`src/rtl/uart_tx_arbiter_pkg.sv`:
```
// Shared definitions for the UART transmit arbiter: FSM encodings, index width
// and the default serializer baud divisor.
package uart_tx_arbiter_pkg;
    localparam int unsigned IDX_W        = 2;
    localparam int unsigned CLKS_PER_BIT = 100000000 / 115200;

    typedef enum logic [3:0] {
        ST_IDLE  = 4'b0001,
        ST_START = 4'b0010,
        ST_BUSY  = 4'b0100,
        ST_GAP   = 4'b1000
    } arb_state_e;

    // Successor requester index, wrapping at num_req.
    function automatic logic [IDX_W-1:0] next_idx(input logic [IDX_W-1:0] idx,
                                                  input int unsigned      num_req);
        logic [IDX_W-1:0] res;
        if (32'(idx) + 32'd1 >= num_req) begin
            res = {IDX_W{1'b0}};
        end else begin
            res = idx + IDX_W'(1'b1);
        end
        return res;
    endfunction
endpackage

```
`src/rtl/uart_tx_arbiter_rr_pick.sv`:
```
// Combinational round-robin selector: first valid requester at or after ptr,
// searching upward with wrap.
module rr_pick
    import uart_tx_arbiter_pkg::*;
#(
    parameter int unsigned NUM_REQ = 2
) (
    input  logic [NUM_REQ-1:0] valid,
    input  logic [IDX_W-1:0]   ptr,
    output logic [IDX_W-1:0]   sel,
    output logic               any
);
    // Scan offsets from farthest to nearest so the nearest valid entry is written last.
    always_comb begin
        sel = {IDX_W{1'b0}};
        any = 1'b0;
        for (int off = int'(NUM_REQ) - 1; off >= 0; off--) begin
            for (int k = 0; k < int'(NUM_REQ); k++) begin
                if (valid[k] && (((int'(ptr) + off) % int'(NUM_REQ)) == k)) begin
                    sel = IDX_W'(k);
                    any = 1'b1;
                end else begin
                end
            end
        end
    end
endmodule

```
`src/rtl/uart_tx_arbiter.sv`:
```
// Message-granular round-robin arbiter sharing one uart_tx serializer between
// several byte-stream requesters, with an owner-stall watchdog.
module uart_tx_arbiter
    import uart_tx_arbiter_pkg::*;
#(
    parameter int unsigned NUM_REQ      = 2,
    parameter int unsigned GAP_CLKS     = 0,
    parameter int unsigned HOLD_TIMEOUT = 100000000
) (
    input  logic                 clk,
    input  logic                 reset,
    input  logic [NUM_REQ-1:0]   req_valid,
    input  logic [8*NUM_REQ-1:0] req_byte,
    input  logic [NUM_REQ-1:0]   req_last,
    output logic [NUM_REQ-1:0]   req_ready,
    output logic                 tx_dv,
    output logic [7:0]           tx_byte,
    input  logic                 tx_active,
    input  logic                 tx_done,
    output logic [IDX_W-1:0]     grant_idx,
    output logic                 locked,
    output logic [15:0]          msg_count,
    output logic                 timeout_flag
);
    localparam int unsigned WD_W  = (HOLD_TIMEOUT > 32'd0) ? $clog2(HOLD_TIMEOUT + 32'd1) : 1;
    localparam int unsigned GAP_W = (GAP_CLKS > 32'd0) ? $clog2(GAP_CLKS + 32'd1) : 1;
    localparam logic [WD_W-1:0]  WD_LAST  = WD_W'((HOLD_TIMEOUT > 32'd0) ? HOLD_TIMEOUT - 32'd1 : 32'd0);
    localparam logic [GAP_W-1:0] GAP_LAST = GAP_W'((GAP_CLKS > 32'd0) ? GAP_CLKS - 32'd1 : 32'd0);

    generate
        if (NUM_REQ < 2 || NUM_REQ > 4) begin : g_bad_num_req
            $error("uart_tx_arbiter: NUM_REQ must be in 2..4");
        end
    endgenerate

    arb_state_e         state_r, state_nxt_s;
    logic [IDX_W-1:0]   ptr_r;
    logic [WD_W-1:0]    wd_cnt_r;
    logic [GAP_W-1:0]   gap_cnt_r;
    logic [NUM_REQ-1:0] eligible_s;
    logic [IDX_W-1:0]   pick_sel_s;
    logic               pick_any_s;
    logic               accept_s;
    logic [7:0]         sel_byte_s;
    logic               sel_last_s;
    logic               owner_valid_s;
    logic               wd_run_s;
    logic               wd_expire_s;

    // While locked only the owner is eligible; also mux the picked lane's byte/last.
    always_comb begin
        eligible_s    = {NUM_REQ{1'b0}};
        sel_byte_s    = 8'h00;
        sel_last_s    = 1'b0;
        owner_valid_s = 1'b0;
        for (int k = 0; k < int'(NUM_REQ); k++) begin
            if (!locked || grant_idx == IDX_W'(k)) begin
                eligible_s[k] = req_valid[k];
            end else begin
                eligible_s[k] = 1'b0;
            end
            if (pick_sel_s == IDX_W'(k)) begin
                sel_byte_s = req_byte[8*k +: 8];
                sel_last_s = req_last[k];
            end else begin
            end
            if (grant_idx == IDX_W'(k)) begin
                owner_valid_s = req_valid[k];
            end else begin
            end
        end
    end

    rr_pick #(.NUM_REQ(NUM_REQ)) u_rr_pick (
        .valid (eligible_s),
        .ptr   (ptr_r),
        .sel   (pick_sel_s),
        .any   (pick_any_s)
    );

    assign wd_run_s    = (state_r == ST_IDLE) && locked && !owner_valid_s;
    assign wd_expire_s = wd_run_s && (wd_cnt_r == WD_LAST);

    // Next-state logic and the combinational single-lane accept handshake.
    always_comb begin
        state_nxt_s = state_r;
        req_ready   = {NUM_REQ{1'b0}};
        accept_s    = 1'b0;
        case (state_r)
            ST_IDLE: begin
                if (!reset && !tx_active && pick_any_s) begin
                    accept_s    = 1'b1;
                    state_nxt_s = ST_START;
                    for (int k = 0; k < int'(NUM_REQ); k++) begin
                        req_ready[k] = (pick_sel_s == IDX_W'(k));
                    end
                end else begin
                    state_nxt_s = ST_IDLE;
                end
            end
            ST_START: state_nxt_s = ST_BUSY;
            ST_BUSY: begin
                if (tx_done) begin
                    state_nxt_s = (GAP_CLKS > 32'd0) ? ST_GAP : ST_IDLE;
                end else begin
                    state_nxt_s = ST_BUSY;
                end
            end
            ST_GAP: begin
                if (gap_cnt_r == GAP_LAST) begin
                    state_nxt_s = ST_IDLE;
                end else begin
                    state_nxt_s = ST_GAP;
                end
            end
            default: state_nxt_s = ST_IDLE;
        endcase
    end

    // FSM state register.
    always_ff @(posedge clk) begin
        if (reset) begin
            state_r <= ST_IDLE;
        end else begin
            state_r <= state_nxt_s;
        end
    end

    // Byte capture, ownership, message counting and watchdog release.
    always_ff @(posedge clk) begin
        if (reset) begin
            tx_dv        <= 1'b0;
            tx_byte      <= 8'h00;
            grant_idx    <= {IDX_W{1'b0}};
            locked       <= 1'b0;
            msg_count    <= 16'd0;
            timeout_flag <= 1'b0;
            ptr_r        <= {IDX_W{1'b0}};
        end else begin
            tx_dv <= accept_s;
            if (accept_s) begin
                tx_byte   <= sel_byte_s;
                grant_idx <= pick_sel_s;
                locked    <= !sel_last_s;
                if (sel_last_s) begin
                    msg_count <= msg_count + 16'd1;
                    ptr_r     <= next_idx(pick_sel_s, NUM_REQ);
                end else begin
                end
            end else if (wd_expire_s) begin
                locked       <= 1'b0;
                timeout_flag <= 1'b1;
                ptr_r        <= next_idx(grant_idx, NUM_REQ);
            end else begin
            end
        end
    end

    // Owner-stall watchdog and inter-byte gap counters.
    always_ff @(posedge clk) begin
        if (reset) begin
            wd_cnt_r  <= {WD_W{1'b0}};
            gap_cnt_r <= {GAP_W{1'b0}};
        end else begin
            if (!wd_run_s || wd_expire_s) begin
                wd_cnt_r <= {WD_W{1'b0}};
            end else begin
                wd_cnt_r <= wd_cnt_r + WD_W'(1'b1);
            end
            if (state_r != ST_GAP) begin
                gap_cnt_r <= {GAP_W{1'b0}};
            end else begin
                gap_cnt_r <= gap_cnt_r + GAP_W'(1'b1);
            end
        end
    end
endmodule
```
`config.mk`:
```
export PLATFORM = sky130hd
export DESIGN_NAME = uart_tx_arbiter
export DESIGN_NICKNAME = d
export VERILOG_FILES = /design/src/rtl/uart_tx_arbiter_pkg.sv /design/src/rtl/uart_tx_arbiter_rr_pick.sv /design/src/rtl/uart_tx_arbiter.sv
export SDC_FILE = /design/constraint.sdc
export NUM_CORES = 1
export LEC_CHECK = 0
export BUFFER_PORTS_ARGS = -buffer_cell sky130_fd_sc_hd__buf_4
export CORE_MARGIN = 10
export CORE_UTILIZATION = 49
export DETAILED_ROUTE_END_ITERATION = 16
export PLACE_DENSITY = 0.75
export SYNTH_ARGS = -nofsm -noshare
export SYNTH_HDL_FRONTEND = slang
export SYNTH_SLANG_ARGS = --single-unit
```
`constraint.sdc`:
```
create_clock -name clk -period 1.8 [get_ports clk]
set_input_delay 0.18 -clock clk [delete_from_list [all_inputs] [get_ports clk]]
set_output_delay 0.18 -clock clk [all_outputs]
set_load 0.05 [all_outputs]
```
---- Yosys cells after proc, flatten, opt, wreduce, memory -nomap -nowiden ----
Index checks and enable logic that the tools add are counted.
cells by class
  bitwise logic cells ..................... 2
  magnitude comparators ................... 2
  reduce and logical (&&, ||, !) cells .... 28
  add/sub/neg operators ................... 8
  multiplexer cells ....................... 30
  equality and inequality tests ........... 10
operator list
  cell                                                                    number
  32-bit logical NOT                                                      2
  27-bit by 1-bit adder with 27-bit output (second input constant)        1
  27-bit equality test (second input constant)                            1
  1-bit two-way mux                                                       22
  16-bit by 1-bit adder with 16-bit output (second input constant)        1
  8-bit two-way mux                                                       2
  4-bit one-hot mux with 4 select lines                                   1
  1-bit logical AND                                                       9
  3-bit by 2-bit >= comparator with 1-bit output (second input constant)  2
  1-bit logical NOT                                                       6
  2-bit two-way mux                                                       3
  2-bit AND reduction                                                     3
  1-bit adder (second input constant)                                     4
  1-bit by 1-bit adder with 2-bit output (second input constant)          2
  4-bit by 1-bit equality test with 1-bit output (second input constant)  1
  4-bit by 2-bit equality test with 1-bit output (second input constant)  1
  4-bit by 3-bit equality test with 1-bit output (second input constant)  1
  4-bit equality test (second input constant)                             1
  2-bit logical NOT                                                       2
  4-bit two-way mux                                                       1
  4-bit inequality test (second input constant)                           1
  2-bit OR reduction                                                      2
  1-bit logical OR                                                        3
  3-bit two-way mux                                                       1
  6 further kinds                                                         7
word-level totals
  word-level logic and storage cells ...... 90
  input bits .............................. 24
  output and inout bits ................... 31
  flip-flop bits (word level) ............. 61

---- Logic depth before layout (Yosys ltp) ----
  depth in word-level cells ............... 13
  gate-level depth with buffers ........... 7
  mapped depth without buffers ............ 6

---- Modules after synthesis ----
From an unflattened synthesis, not the netlist that was laid out.
unflattened totals
  cell total of the unflattened synthesis .. 374
  area total of the unflattened synthesis .. 3019.1 um^2
by module, submodules not included
  module           seq. area each (um^2)  cells an instance  instances  area an instance (um^2)
  uart_tx_arbiter  1241.2                 369                1          2990.4
  rr_pick          0.0                    5                  1          28.8

---- Worst setup path before layout ----
OpenSTA, ideal clock, no wires.
  path type ............................... register to register
  from .................................... register grant_idx[0]
  to ...................................... register ptr_r[0]
  data required time ...................... 1.681 ns
  arrival ................................. 2.176 ns
  setup time .............................. 0.119 ns
  clock period less this slack ............ 2.295 ns
  setup slack ............................. -0.495 ns
  cell stages (with the launch flop) ...... 7
  path buffers ............................ 1
  cells stage by stage .................... dfxtp_1 -> nand2b_1 -> nand3_1 -> buf_2 -> nor2_1 -> a211o_1 -> mux2i_1
between the ends
  cells in the longest elaborated chain, start to end .. 13
  elaborated cells between the ends (all ways) .. 43
  those cells by class .................... add/sub (4); order compare (2); eq/ne (3); mux (20); reduce/logical (14)
RTL lines
  element                                                                                  line                    text
  from (decl)                                                                              uart_tx_arbiter.sv:20   output logic [IDX_W-1:0] grant_idx,
  from (signal assigned)                                                                   uart_tx_arbiter.sv:134  grant_idx <= {IDX_W{1'b0}};
  from (signal assigned)                                                                   uart_tx_arbiter.sv:143  grant_idx <= pick_sel_s;
  branches (longest 13 deep; another with 3-bit by 2-bit >= comparator with 1-bit output)  n/a
  to (signal assigned)                                                                     uart_tx_arbiter.sv:138  ptr_r <= {IDX_W{1'b0}};
  to (signal assigned)                                                                     uart_tx_arbiter.sv:147  ptr_r <= next_idx(pick_sel_s, NUM_REQ);
  to (signal assigned)                                                                     uart_tx_arbiter.sv:153  ptr_r <= next_idx(grant_idx, NUM_REQ);
  to (decl)                                                                                uart_tx_arbiter.sv:37   logic [IDX_W-1:0] ptr_r;
Parallel ways; which one is timed is not known. The select of a mux whose other input is x is not followed.
A chain may end at the register's enable or synchronous reset.

---- Worst setup path in the final report ----
  from .................................... register state_r[1]
  to ...................................... output port req_ready[0]
between the ends
  cells in the longest elaborated chain, start to end .. 2
RTL lines
  element                                         line                    text
  from (decl)                                     uart_tx_arbiter.sv:36   arb_state_e state_r, state_nxt_s;
  from (signal assigned)                          uart_tx_arbiter.sv:125  state_r <= state_nxt_s;
  4-bit by 1-bit equality test with 1-bit output  uart_tx_arbiter.sv:89   case (state_r)
  2-bit two-way mux                               uart_tx_arbiter.sv:89
  to (decl)                                       uart_tx_arbiter.sv:15   output logic [NUM_REQ-1:0] req_ready,
No other way between the ends.

==> metrics.log <==
[metrics] total cell area at the placement stage: 0.00360 mm^2
[metrics] Power Total: between 2 and 3 mW
[metrics] CP required: ~1600 ps
[metrics] DIE WIDTH: between 90 and 100 um
[metrics] Max Fclk: between 500 and 600 MHz
[metrics] leakage component of the power: ~1.6 nW
[metrics] Netlist cell types: 45
[metrics] number of detailed-routing iterations run before antenna repair: 4
[metrics] clock latency on the worst-skew pair: between 300 and 400 ps
[metrics] post-route design area: between 0.004 and 0.005 mm^2
[metrics] total power per unit cell area: 681 mW/mm^2
[metrics] final hold violation count: 0
[metrics] shortest clock period the worst path allows after layout: around 1900 ps
[metrics] CTS sink cnt: 61
[metrics] wire length per cell after detailed routing: roughly 17 um
[metrics] Die Height: between 90 and 100 um
[metrics] final-report setup violation count: 25
[metrics] slowest cell on the critical path: sky130_fd_sc_hd__nor4b_4
[metrics] net count of the mapped netlist: 356
[metrics] starting DRC count in detailed routing: 143
[metrics] total CTS buffers: 9
[metrics] pin count of the biggest net entering global routing: 34
[metrics] area of the mapped netlist: 0.00284 mm^2
[metrics] standard-cell row count: 27
[metrics] post-route clock period utilization: 106%
[metrics] CTS clock-pin slew for the worst setup and hold paths: around 70 ps
[metrics] nature of the critical path endpoint: output pin
[metrics] Crit Path Category: reg -> out
[metrics] # Max-Cap Violations: 0
[metrics] post-synthesis sequential area ratio: a little over two fifths
[metrics] worst setup margin: -110 ps
[metrics] cell breakdown of the critical path: nor4b_4 -> o2111ai_4 -> buf_6 -> nor2b_4 -> buf_8
[metrics] I/O pin cnt: 55
[metrics] WL final: between 8000 and 9000 um
[metrics] area enclosed by the die boundary: between 0.009 and 0.01 mm^2
[metrics] fraction of synthesis flops using an asynchronous set or reset pin: 0%
[metrics] number of levels the H-tree was split into: 3
[metrics] register-to-register setup slack: -80 ps
[metrics] peak supply drop: roughly 0.48 mV
[metrics] synthesis warning total: 0
[metrics] fraction of power consumed by the clock network: 38.6%
[metrics] unrepaired setup endpoints after global routing: yes
[metrics] ANT cells: 0
[metrics] Clock Tree Buf Depth: 2
[metrics] overall track demand over capacity in global routing: between 10% and 20%
[metrics] growth of design area from synthesis to finish: 50.7%
[metrics] sw frac: roughly 28%
[metrics] final count of pins violating max slew: 0
[metrics] via-per-instance ratio: 5.69
[metrics] mean cell area of the mapped netlist: 8.61 um^2
[metrics] worst hold path type: in -> reg
[metrics] FILL cells: roughly 360
[metrics] routability cong.: around 0.86
[metrics] Final Net Count: between 400 and 500
[metrics] Combinational Power Share: about 14%
[metrics] post-synthesis cell count: between 300 and 400
[metrics] outcome: complete, but fails checks
[metrics] Fin Clk Skew: about 16 ps
[metrics] initial antenna violation count: 0
[metrics] Max FO, Critical Path: 4
[metrics] P_int: between 2 and 2.5 mW
[metrics] Top FF cell, synth: sky130_fd_sc_hd__dfxtp_1
[metrics] failing checks: negative setup slack
[metrics] total of buffers placed on input and output ports: 53
[metrics] portion of total power attributed to sequential cells: roughly 47%
[metrics] Largest stage delay, worst path: around 380 ps
[metrics] vias in the first global route: about 2700
[metrics] Seq cells post-synth: 61
[metrics] count of flip-flops with a built-in enable after synthesis: 0
[metrics] DRC Markers: 0
[metrics] global-route wire length before repair: approximately 12000 um
[metrics] Starting Density: 51.0%
[metrics] Hold WS: about 170 ps
[metrics] Buffers & Inverters on Critical Path: 2
[metrics] aggregate global routing overflow: 0
[metrics] startpoint kind of the worst setup timing path: register
[metrics] number of nets still failing antenna checks after routing: 0
[metrics] clock root buffer: sky130_fd_sc_hd__clkbuf_8
[metrics] Switch Pwr: 0.807 mW
[metrics] via count: between 2000 and 3000
[metrics] family of cells with the greatest summed delay on the critical path: simple AND/OR/NAND/NOR gates
[metrics] post-detail-place hpwl: between 4000 and 5000 um
[metrics] core area: 0.00557 mm^2
[metrics] CTS tree: yes
[metrics] CP Data Arrival Time: roughly 1700 ps
[metrics] share of post-route cells with drive strength above 1: between 40 and 50%
[tightest hold or removal path: stages]
cell and delay [ps]:
sky130_fd_sc_hd__buf_4 80, sky130_fd_sc_hd__nor2_1 30, sky130_fd_sc_hd__mux2i_1 120, sky130_fd_sc_hd__nor4_1 60
[layer usage]
| metal | GRT usage (%) | vias up | routed length [um] |
|---|---|---|---|
| met3 | 4.20 | 27 | 432 |
| met2 | 26.4 | 89 | 4090 |
| met4 | 9.46 | 0 | 298 |
| met5 | 0 | - | 0 |
| li1 | - | 1384 | - |
| met1 | 19.2 | 1371 | 3530 |
[cells by family after synthesis]
kind of cell | count (synthesis) | synth area share, %
and+or+nand+nor | 144 | 26.7
xor gates and xnor gates | 27 | 8.32
DFF | 61 | 43.0
muxes | 12 | 4.27
adders and majority gates | 2 | 0.880
AOI/OAI and AO/OA | 57 | 12.8
buffers and inverters | 26 | 4.01
other | 1 | 0.132
[sequential cells by signal, summed over array words and instances (netlist names)]
name and cells:
state_r 4, ptr_r 1, grant_idx 1, tx_byte 8, locked 1, wd_cnt_r 27, gap_cnt_r 1, timeout_flag 1
tx_dv 1, msg_count 16
[cells in the final DEF, fill, tap and decap left out, types with 4 or more instances in the layout]
cell and n:
sky130_fd_sc_hd__nor2_1 26, sky130_fd_sc_hd__buf_6 4, sky130_fd_sc_hd__or4_1 5, sky130_fd_sc_hd__dfxtp_4 8, sky130_fd_sc_hd__nor2_4 12, sky130_fd_sc_hd__nand4_1 14
sky130_fd_sc_hd__xor2_1 18, sky130_fd_sc_hd__mux2i_1 11, sky130_fd_sc_hd__buf_4 89, sky130_fd_sc_hd__nand3_1 16, sky130_fd_sc_hd__a211oi_2 9, sky130_fd_sc_hd__a21oi_2 5
sky130_fd_sc_hd__nand2_1 17, sky130_fd_sc_hd__a21oi_1 16, sky130_fd_sc_hd__and3_1 7, sky130_fd_sc_hd__o21ai_0 4, sky130_fd_sc_hd__clkbuf_8 11, sky130_fd_sc_hd__dfxtp_1 43
sky130_fd_sc_hd__dfxtp_2 10, sky130_fd_sc_hd__o21ai_1 6, sky130_fd_sc_hd__nor2_2 12, sky130_fd_sc_hd__xnor2_1 9, sky130_fd_sc_hd__inv_1 10
[final timing paths]
check	depth (start not counted)	endpoint	startpoint
setup / recovery	5	req_ready[0]	state_r[1]$_SDFF_PP0_
hold / removal	4	state_r[2]$_SDFF_PP0_	tx_done
setup reg to reg	8	msg_count[5]$_SDFFE_PP0P_	state_r[1]$_SDFF_PP0_
hold reg to reg	1	gap_cnt_r$_SDFF_PP0_	gap_cnt_r$_SDFF_PP0_
[timing repair]
| action | 4_1_cts | 5_1_grt |
|---|---|---|
| buffers inserted | 8 | 4 |
| setup endpoints to repair | 42 | 52 |
| gates cloned | 2 | 4 |
| resized for setup | 17 | 76 |
| hold buffers | 0 | 0 |
| pin swaps | 12 | 34 |
[cell type report]
| type | count | area, um^2 | area share, % |
|---|---|---|---|
| Multi-Input combinational cell | 244 | 1850 | 43.2 |
| Sequential cell | 61 | 1260 | 29.5 |
| Clock inverter | 4 | 21.3 | 0.496 |
| Timing Repair Buffer | 101 | 858 | 20.0 |
| Clock buffer | 12 | 155 | 3.62 |
| Tap cell | 72 | 90.1 | 2.10 |
| Inverter | 11 | 45.0 | 1.05 |
[synthesized netlist by cell type, types with 2 or more instances]
master | instances | area [um^2]
sky130_fd_sc_hd__a21o_1 | 2 | 15.0
sky130_fd_sc_hd__and4_1 | 3 | 26.3
sky130_fd_sc_hd__buf_2 | 4 | 20.0
sky130_fd_sc_hd__or3_1 | 4 | 25.0
sky130_fd_sc_hd__xnor2_1 | 9 | 78.8
sky130_fd_sc_hd__ha_1 | 2 | 25.0
sky130_fd_sc_hd__a21oi_1 | 21 | 105
sky130_fd_sc_hd__nand2b_1 | 3 | 18.8
sky130_fd_sc_hd__nand2_1 | 18 | 67.6
sky130_fd_sc_hd__clkbuf_1 | 8 | 30.0
sky130_fd_sc_hd__inv_1 | 10 | 37.5
sky130_fd_sc_hd__dfxtp_1 | 61 | 1220
sky130_fd_sc_hd__o31ai_1 | 5 | 37.5
sky130_fd_sc_hd__nand3_1 | 18 | 90.1
sky130_fd_sc_hd__nand4b_1 | 2 | 17.5
sky130_fd_sc_hd__nand3b_1 | 3 | 22.5
sky130_fd_sc_hd__o21ai_0 | 11 | 55.1
sky130_fd_sc_hd__nor4_1 | 2 | 12.5
sky130_fd_sc_hd__or2_2 | 3 | 18.8
sky130_fd_sc_hd__nor2_1 | 50 | 188
sky130_fd_sc_hd__xor2_1 | 18 | 158
sky130_fd_sc_hd__nor3_1 | 2 | 10.0
sky130_fd_sc_hd__and3_1 | 7 | 43.8
sky130_fd_sc_hd__a2111oi_0 | 3 | 26.3
sky130_fd_sc_hd__a211oi_1 | 11 | 82.6
sky130_fd_sc_hd__nand4_1 | 14 | 87.6
sky130_fd_sc_hd__mux2i_1 | 11 | 110
sky130_fd_sc_hd__or4_1 | 8 | 60.1
[per-stage QoR]
stage	utilization [%]	setup TNS (ps)	cells	setup WS, ps
after global routing	76.9	-2630	505	-161
after CTS	70.1	-1230	499	-92.7
after detailed placement	64.6	-1580	473	-149
after global placement	64.6	-709	473	-128
after floorplan	-	-852	330	-174
final	76.9	-703	505	-110
[power groups by stage]
stage | sequential (mW) | clock [mW] | combinational, mW
2_1_floorplan | 1.47 | 0 | 0.133
3_3_place_gp | 1.41 | 0 | 0.314
3_5_place_dp | 1.41 | 0 | 0.318
4_1_cts | 1.38 | 1.11 | 0.350
5_1_grt | 1.38 | 1.20 | 0.432
6_report | 1.38 | 1.13 | 0.411
No activity file was read; power rests on OpenSTA's default activity.
